===== config.mk =====
export PLATFORM = sky130hd
export DESIGN_NAME = l2_cache_control
export DESIGN_NICKNAME = d
export VERILOG_FILES = /design/src/rtl/l2_cache_types.sv /design/src/rtl/l2_perf_counters.sv /design/src/rtl/l2_cache_control.sv
export SDC_FILE = /design/constraint.sdc
export NUM_CORES = 1
export LEC_CHECK = 0
export CELL_PAD_IN_SITES_DETAIL_PLACEMENT = 2
export CELL_PAD_IN_SITES_GLOBAL_PLACEMENT = 2
export CORE_MARGIN = 2
export CORE_UTILIZATION = 32
export DETAILED_ROUTE_END_ITERATION = 8
export DONT_BUFFER_PORTS = 1
export PLACE_DENSITY = 0.93
export SYNTH_ARGS = -nofsm -noshare
export SYNTH_HDL_FRONTEND = slang
export SYNTH_SLANG_ARGS = --single-unit

===== constraint.sdc =====
create_clock -name clk -period 3.1 [get_ports clk]
set_input_delay 0.62 -clock clk [delete_from_list [all_inputs] [get_ports clk]]
set_output_delay 0.62 -clock clk [all_outputs]
set_load 0.005 [all_outputs]

===== src/rtl/l2_cache_types.sv =====
`default_nettype none
// ============================================================================
// Module   : l2_cache_types (package)
// Brief    : Shared state encoding and geometry constants for the L2 control.
// Revision : 1.0 - initial release
// ============================================================================
package l2_cache_types;

    localparam int L2_NUM_WAYS  = 8;
    localparam int L2_WAY_IDX_W = 3;

    typedef enum logic [1:0] {
        IDLE      = 2'd0,
        CHECK     = 2'd1,
        WRITEBACK = 2'd2,
        FILL      = 2'd3
    } l2_state_t;

endpackage
`default_nettype wire


===== src/rtl/l2_perf_counters.sv =====
`default_nettype none
// ============================================================================
// Module   : l2_perf_counters
// Brief    : Three saturating event counters (hit, miss, writeback).
// Revision : 1.0 - initial release
// ============================================================================
module l2_perf_counters #(
    parameter int CNT_W = 32
) (
    input  logic             clk,
    input  logic             rst,
    input  logic             hit_inc,
    input  logic             miss_inc,
    input  logic             wb_inc,
    output logic [CNT_W-1:0] hit_count,
    output logic [CNT_W-1:0] miss_count,
    output logic [CNT_W-1:0] wb_count
);

    logic [2:0]       w_inc;
    logic [CNT_W-1:0] r_cnt [3];

    assign w_inc = {wb_inc, miss_inc, hit_inc};

    // Counters hold at all-ones rather than wrapping.
    always_ff @(posedge clk or negedge rst) begin
        if (!rst) begin
            r_cnt <= '{default: '0};
        end else begin
            for (int i = 0; i < 3; i++) begin
                if (w_inc[i] && (r_cnt[i] != '1)) begin
                    r_cnt[i] <= r_cnt[i] + CNT_W'(1);
                end
            end
        end
    end

    assign hit_count  = r_cnt[0];
    assign miss_count = r_cnt[1];
    assign wb_count   = r_cnt[2];

endmodule
`default_nettype wire


===== src/rtl/l2_cache_control.sv =====
`default_nettype none
// ============================================================================
// Module   : l2_cache_control
// Brief    : Control FSM for the 8-way L2 datapath: hit service, dirty-victim
//            writeback and line fill. Optional counters: L2_CACHE_PERF_CNT_EN.
// Revision : 1.0 - initial release
// ============================================================================
module l2_cache_control
    import l2_cache_types::*;
#(
    parameter int NUM_WAYS  = L2_NUM_WAYS,
    parameter int WAY_IDX_W = $clog2(NUM_WAYS)
) (
    input  logic                 clk,
    input  logic                 rst,
    input  logic                 mem_read,
    input  logic                 mem_write,
    output logic                 mem_resp,
    output logic                 pmem_read,
    output logic                 pmem_write,
    input  logic                 pmem_resp,
    input  logic                 cache_hit,
    input  logic                 dirty_o,
    input  logic [WAY_IDX_W-1:0] plru_idx,
    input  logic [WAY_IDX_W-1:0] hit_idx,
    output logic                 source_sel,
    output logic [WAY_IDX_W-1:0] way_sel,
    output logic                 tag_sel,
    output logic                 load_cache,
    output logic                 load_lru,
    output logic                 read_cache_data,
    output logic                 load_dirty_arr,
    output logic [WAY_IDX_W-1:0] dirty_sel,
    output logic [31:0]          hit_count,
    output logic [31:0]          miss_count,
    output logic [31:0]          wb_count
);

    l2_state_t            r_state;
    l2_state_t            w_next_state;
    logic [WAY_IDX_W-1:0] r_victim;
    logic [WAY_IDX_W-1:0] w_victim_next;
    logic                 w_req;

    assign w_req = mem_read | mem_write;

    always_ff @(posedge clk or negedge rst) begin
        if (!rst) begin
            r_state  <= IDLE;
            r_victim <= '0;
        end else begin
            r_state  <= w_next_state;
            r_victim <= w_victim_next;
        end
    end

    always_comb begin
        w_next_state    = r_state;
        w_victim_next   = r_victim;
        mem_resp        = 1'b0;
        pmem_read       = 1'b0;
        pmem_write      = 1'b0;
        source_sel      = 1'b0;
        way_sel         = '0;
        tag_sel         = 1'b0;
        load_cache      = 1'b0;
        load_lru        = 1'b0;
        read_cache_data = 1'b1;
        load_dirty_arr  = 1'b0;
        dirty_sel       = '0;

        case (r_state)
            IDLE: begin
                if (w_req) begin
                    w_next_state = CHECK;
                end
            end
            CHECK: begin
                if (!w_req) begin
                    // Request withdrawn during a miss: finish quietly.
                    w_next_state = IDLE;
                end else if (cache_hit) begin
                    way_sel      = hit_idx;
                    load_lru     = 1'b1;
                    mem_resp     = 1'b1;
                    w_next_state = IDLE;
                    if (mem_write) begin
                        load_cache     = 1'b1;
                        load_dirty_arr = 1'b1;
                    end
                end else begin
                    dirty_sel     = plru_idx;
                    w_victim_next = plru_idx;
                    w_next_state  = dirty_o ? WRITEBACK : FILL;
                end
            end
            WRITEBACK: begin
                way_sel    = r_victim;
                pmem_write = 1'b1;
                if (pmem_resp) begin
                    w_next_state = FILL;
                end
            end
            FILL: begin
                way_sel    = r_victim;
                tag_sel    = 1'b1;
                source_sel = 1'b1;
                pmem_read  = 1'b1;
                if (pmem_resp) begin
                    load_cache     = 1'b1;
                    load_dirty_arr = 1'b1;
                    w_next_state   = CHECK;
                end
            end
            default: w_next_state = IDLE;
        endcase
    end

`ifdef L2_CACHE_PERF_CNT_EN
    logic r_from_fill;
    logic w_hit_inc;
    logic w_miss_inc;
    logic w_wb_inc;

    // The re-check after a fill is the tail of a miss, not a fresh hit.
    always_ff @(posedge clk or negedge rst) begin
        if (!rst) begin
            r_from_fill <= 1'b0;
        end else begin
            r_from_fill <= (r_state == FILL);
        end
    end

    assign w_hit_inc  = (r_state == CHECK) && w_req && cache_hit && !r_from_fill;
    assign w_miss_inc = (r_state == CHECK) && w_req && !cache_hit;
    assign w_wb_inc   = (r_state == WRITEBACK) && pmem_resp;

    l2_perf_counters #(
        .CNT_W (32)
    ) u_perf (
        .clk        (clk),
        .rst        (rst),
        .hit_inc    (w_hit_inc),
        .miss_inc   (w_miss_inc),
        .wb_inc     (w_wb_inc),
        .hit_count  (hit_count),
        .miss_count (miss_count),
        .wb_count   (wb_count)
    );
`else
    assign hit_count  = '0;
    assign miss_count = '0;
    assign wb_count   = '0;
`endif

endmodule
`default_nettype wire


Word level (Yosys, flattened, before mapping)
Cells that the tools add are included. Widths: inputs -> output; s select.

Eq/ne operators: 6. Mux-type cells: 23. Bitwise logic cells: 2. Reduce and logical (&&, ||, !) cells: 4.

Operator list (number): $mux 3 (5); $mux 1 (10); $mux 2 (5); $pmux 2 s4 (1); $ne 2x2->1 const B (3); $pmux 3 s2 (1); $reduce_and 3->1 (2); $eq 2x2->1 const B (2); $eq 2x1->1 const B (1); $logic_not 2->1 (1); $pmux 1 s2 (1); $reduce_or 2->1 (1); $not 1->1 (1); $or 1x1->1 (1).

Bits in registers: 5. Bits of input ports: 13. Output and inout port bits: 111. Word-level logic and storage cells: 37.

Depth between registers and ports, before layout
Word-level depth: 4. Mapped depth: 5. Mapped depth without buffers: 5.

Worst setup path before layout
No wires, ideal clock.

Kind: register -> output. From: register r_state[1]. To: output way_sel[0]. Arrival time: 1.087 ns. Required time: 2.480 ns. Setup slack: 1.393 ns. Stages on the path, launching flop included: 6. Buffers on the path: 0. Cell sequence: dfrtp_1 inv_1 ha_1 o211a_1 nand2_1 a21oi_1.

Word-level cells in the longest chain between the ends: 3. Elaborated cells on any way between the ends: 5. Classes of those cells: 3 x eq/ne; 1 x mux; 1 x reduce/logical.

Ends and longest elaborated chain: start, declared (line l2_cache_control.sv:39) `l2_state_t r_state;`; start signal, assigned (line l2_cache_control.sv:52) `r_state <= w_next_state;`; $eq 2x2->1 (line l2_cache_control.sv:72) `case (r_state)`; $reduce_or 2->1 (no line); $pmux 3 s2 (*) (line l2_cache_control.sv:72); end, declared (line l2_cache_control.sv:27) `output logic [WAY_IDX_W-1:0] way_sel,`.

Every way passes the cells marked *; elsewhere a longest branch is shown, timed or not.

Final worst setup path
From: register r_state[1]. To: output way_sel[2].

The elaborated chain is that of the path after synthesis.

==> run_results.csv <==
group,metric,value,unit
pwr,p_per_area,561,nW/um2
layout,register_area,125,um2
clock_tree,cts_buffers,3,
clock_tree,root_buffer,"clkbuf_8",
hold_path,hold_class,"in -> async",
clock_tree,cts_setup_buffers,0,
critical_path,path_buf_inv,1,
synth,syn_area,1190,um2
synth,synth_top_family_by_area,"buffers and inverters",
grt,grt_pass1_vias,522,
route,ant_nets,0,
critical_path,worst-setup-path-type,"reg -> out",
critical_path,cp-end-kind,"primary output",
synth,yosys.area_share.simple,6.32,%
layout,layout_commonest_cell,"conb_1",
synth,synthAdderAreaFrac,5.27,%
synth,yosys_warnings,0,
flow_run,cap_violations,0,
placement,place_area,846,um2
layout,fillers,469,
floorplanning,die-height,64.9,um
sta,rsz0062_at_grt,"no",
grt,track_usage,7.75,%
placement,routabilityCongestion,0.631,
route,via_per_inst,3.14,
critical_path,ff2ff_path_depth,4,
sta,fin_tns_setup,0,ns
clock_tree,h-tree-depth,1,
layout,multi_input_area,642,um2
sta,clock.fmax,477,MHz
layout,antenna_cells,0,
synth,synth.distinct_cells,21,
floorplanning,row_count,22,
layout,finalNetCount,163,
grt,grt_pass1_wl,2.54,mm
placement,post-place-ws,1.21,ns
critical_path,crit_required,2.48,ns
floorplanning,fp.coreArea,3610,um2
grt,antenna_found_initial,0,
sta,final_hold_viol_count,0,
layout,fin_area,891,um2
synth,synthMuxAreaShare,3.79,%
route,drt_wl_total,1.89,mm
floorplanning,start_util,32.9,%
route,drtIter0Drc,8,
critical_path,path_cells,"inv_1 -> ha_1 -> o211a_1 -> nand2_1 -> a21oi_1",
sta,period_share,67.6,%
placement,io_buffer_count,0,
floorplanning,die_x,64.9,um
synth,synth_compound_area_share,8.01,%
grt,overflow,0,
sta,worst_slack,1.00,ns
route,dr_total_vias,602,
sta,final_max_slew_viol_count,0,
run_status,outcome,"completed",
critical_path,arrival,1.48,ns
sta,period_minus_slack,2.10,ns
critical_path,critPathSlowestCell,"dfrtp_1",
clock_tree,clkTransAtPathRegs,0.04,ns
critical_path,cp_max_fo,5,
sta,setup_viol,0,
route,first_pass_iters,2,
synth,seq_area_frac_synth,10.5,%
sta,skew,0.00556,ns
layout,drive_gt1_share,9.03,%
layout,area_growth_syn_to_layout,-25.0,%
critical_path,path_delay_family,"compound AO/OA/AOI/OAI gates",
synth,ys_ff_latch,5,
placement,post-dp-hpwl,1.73,mm
synth,synth_xor_area_share,0,%
route,wl_per_cell,9.84,um
clock_tree,cts_tree,"built",
clock_tree,clock_latency,0.22,ns
clock_tree,cts.sinks,5,
route,drc,0,
clock_tree,clock_path_buffers,2,
grt,grt_max_degree,9,
pwr,ir_drop,125,uV
critical_path,slowest_delay,0.41,ns
layout,final_cell_mix,"conb_1 (97), inv_1 (5), ha_1 (5), dfrtp_1 (5)",
critical_path,cp.depth,5,
clock_tree,cts_resized,0,
floorplanning,pin_count,124,
synth,syn_area_per_cell,8.13,um2
floorplanning,die_area,4210,um2
clock_tree,hold_buffers,0,
synth,synthCells,146,
pwr,p_leak,0.543,nW
critical_path,startpoint_type,"flip-flop",
## routing by layer
| metal | global-route usage [%] | share of wire, % |
|---|---|---|
| met1 | 7.07 | 28 |
| met2 | 14.7 | 52 |
| met4 | 2.39 | 0.42 |
| met3 | 3.99 | 20 |
| met5 | 0 | 0 |
## through the flow
| step | cells | power, W | hold slack, ns | utilization (%) |
|---|---|---|---|---|
| floorplan | 241 | 0.000437 | 0.324 | - |
| global placement | 188 | 0.000371 | 0.325 | 23.5 |
| detailed placement | 188 | 0.000381 | 0.325 | 23.5 |
| CTS | 192 | 0.000505 | 0.0908 | 24.7 |
| global route | 192 | 0.000555 | 0.0817 | 24.7 |
| finish | 192 | 0.000499 | 0.0935 | 24.7 |
## power breakdown
group | total, W | switching, W | internal, W
Clock | 0.000120 | 0.0000321 | 0.0000883
Sequential | 0.000123 | 0.0000241 | 0.0000991
Combinational | 0.000256 | 0.000146 | 0.000109
## final timing paths
path                                         startpoint                      end  slack [ns]
worst max-delay path             r_state[1]$_DFFE_PN0P_               way_sel[2]        1.00
worst min-delay path                                rst   r_state[1]$_DFFE_PN0P_        0.09
worst min register to register  r_victim[0]$_DFFE_PN0P_  r_victim[0]$_DFFE_PN0P_        0.51
worst max register to register   r_state[1]$_DFFE_PN0P_   r_state[1]$_DFFE_PN0P_        1.56
min in group clk                r_victim[0]$_DFFE_PN0P_  r_victim[0]$_DFFE_PN0P_        0.51
max in group asynchronous                           rst  r_victim[1]$_DFFE_PN0P_        2.93
## worst reg2reg max path, cell delays in order (launching register included)
cell     delay (ns)
dfrtp_1        0.41
ha_1           0.33
o21ba_2        0.26
or2_1          0.23
o31ai_1        0.22
## synthesized netlist by cell type
cell type | n | area share, %
and2_4 | 1 | 0.74
and2b_4 | 1 | 0.84
o21ba_2 | 1 | 0.84
buf_4 | 101 | 64
o211a_1 | 1 | 0.84
mux2_4 | 3 | 3.8
dfrtp_1 | 5 | 11
or2_1 | 1 | 0.53
o21ai_0 | 4 | 1.7
a32o_1 | 1 | 0.84
or2_4 | 1 | 0.74
nor3b_1 | 1 | 0.63
a32oi_1 | 1 | 0.74
ha_1 | 5 | 5.3
a21oi_1 | 4 | 1.7
o31ai_1 | 1 | 0.63
nand2_1 | 3 | 0.95
inv_1 | 5 | 1.6
and3_2 | 3 | 1.9
a311oi_1 | 1 | 0.74
conb_1 | 2 | 0.63
## area by class of cell
| cell class | instances | area share, % |
|---|---|---|
| Inverter | 5 | 2.11 |
| Clock buffer | 4 | 5.06 |
| Sequential cell | 5 | 14.0 |
| Tap cell | 48 | 6.74 |
| Multi-Input combinational cell | 130 | 72.1 |
## state kept, by name (all words and copies together), names as in the netlist
| name | flops |
|---|---|
| r_victim | 3 |
| r_state | 2 |
## cells by family (layout without fill, tap and decap cells)
family                     after synthesis  count (layout)
buffers and inverters                  106               9
AOI/OAI and AO/OA                       14              14
and+or+nand+nor                         11              11
adders and majority gates                5               5
DFF                                      5               5
muxes                                    3               3
other                                    2              97
(Power assumes the default switching activity.)
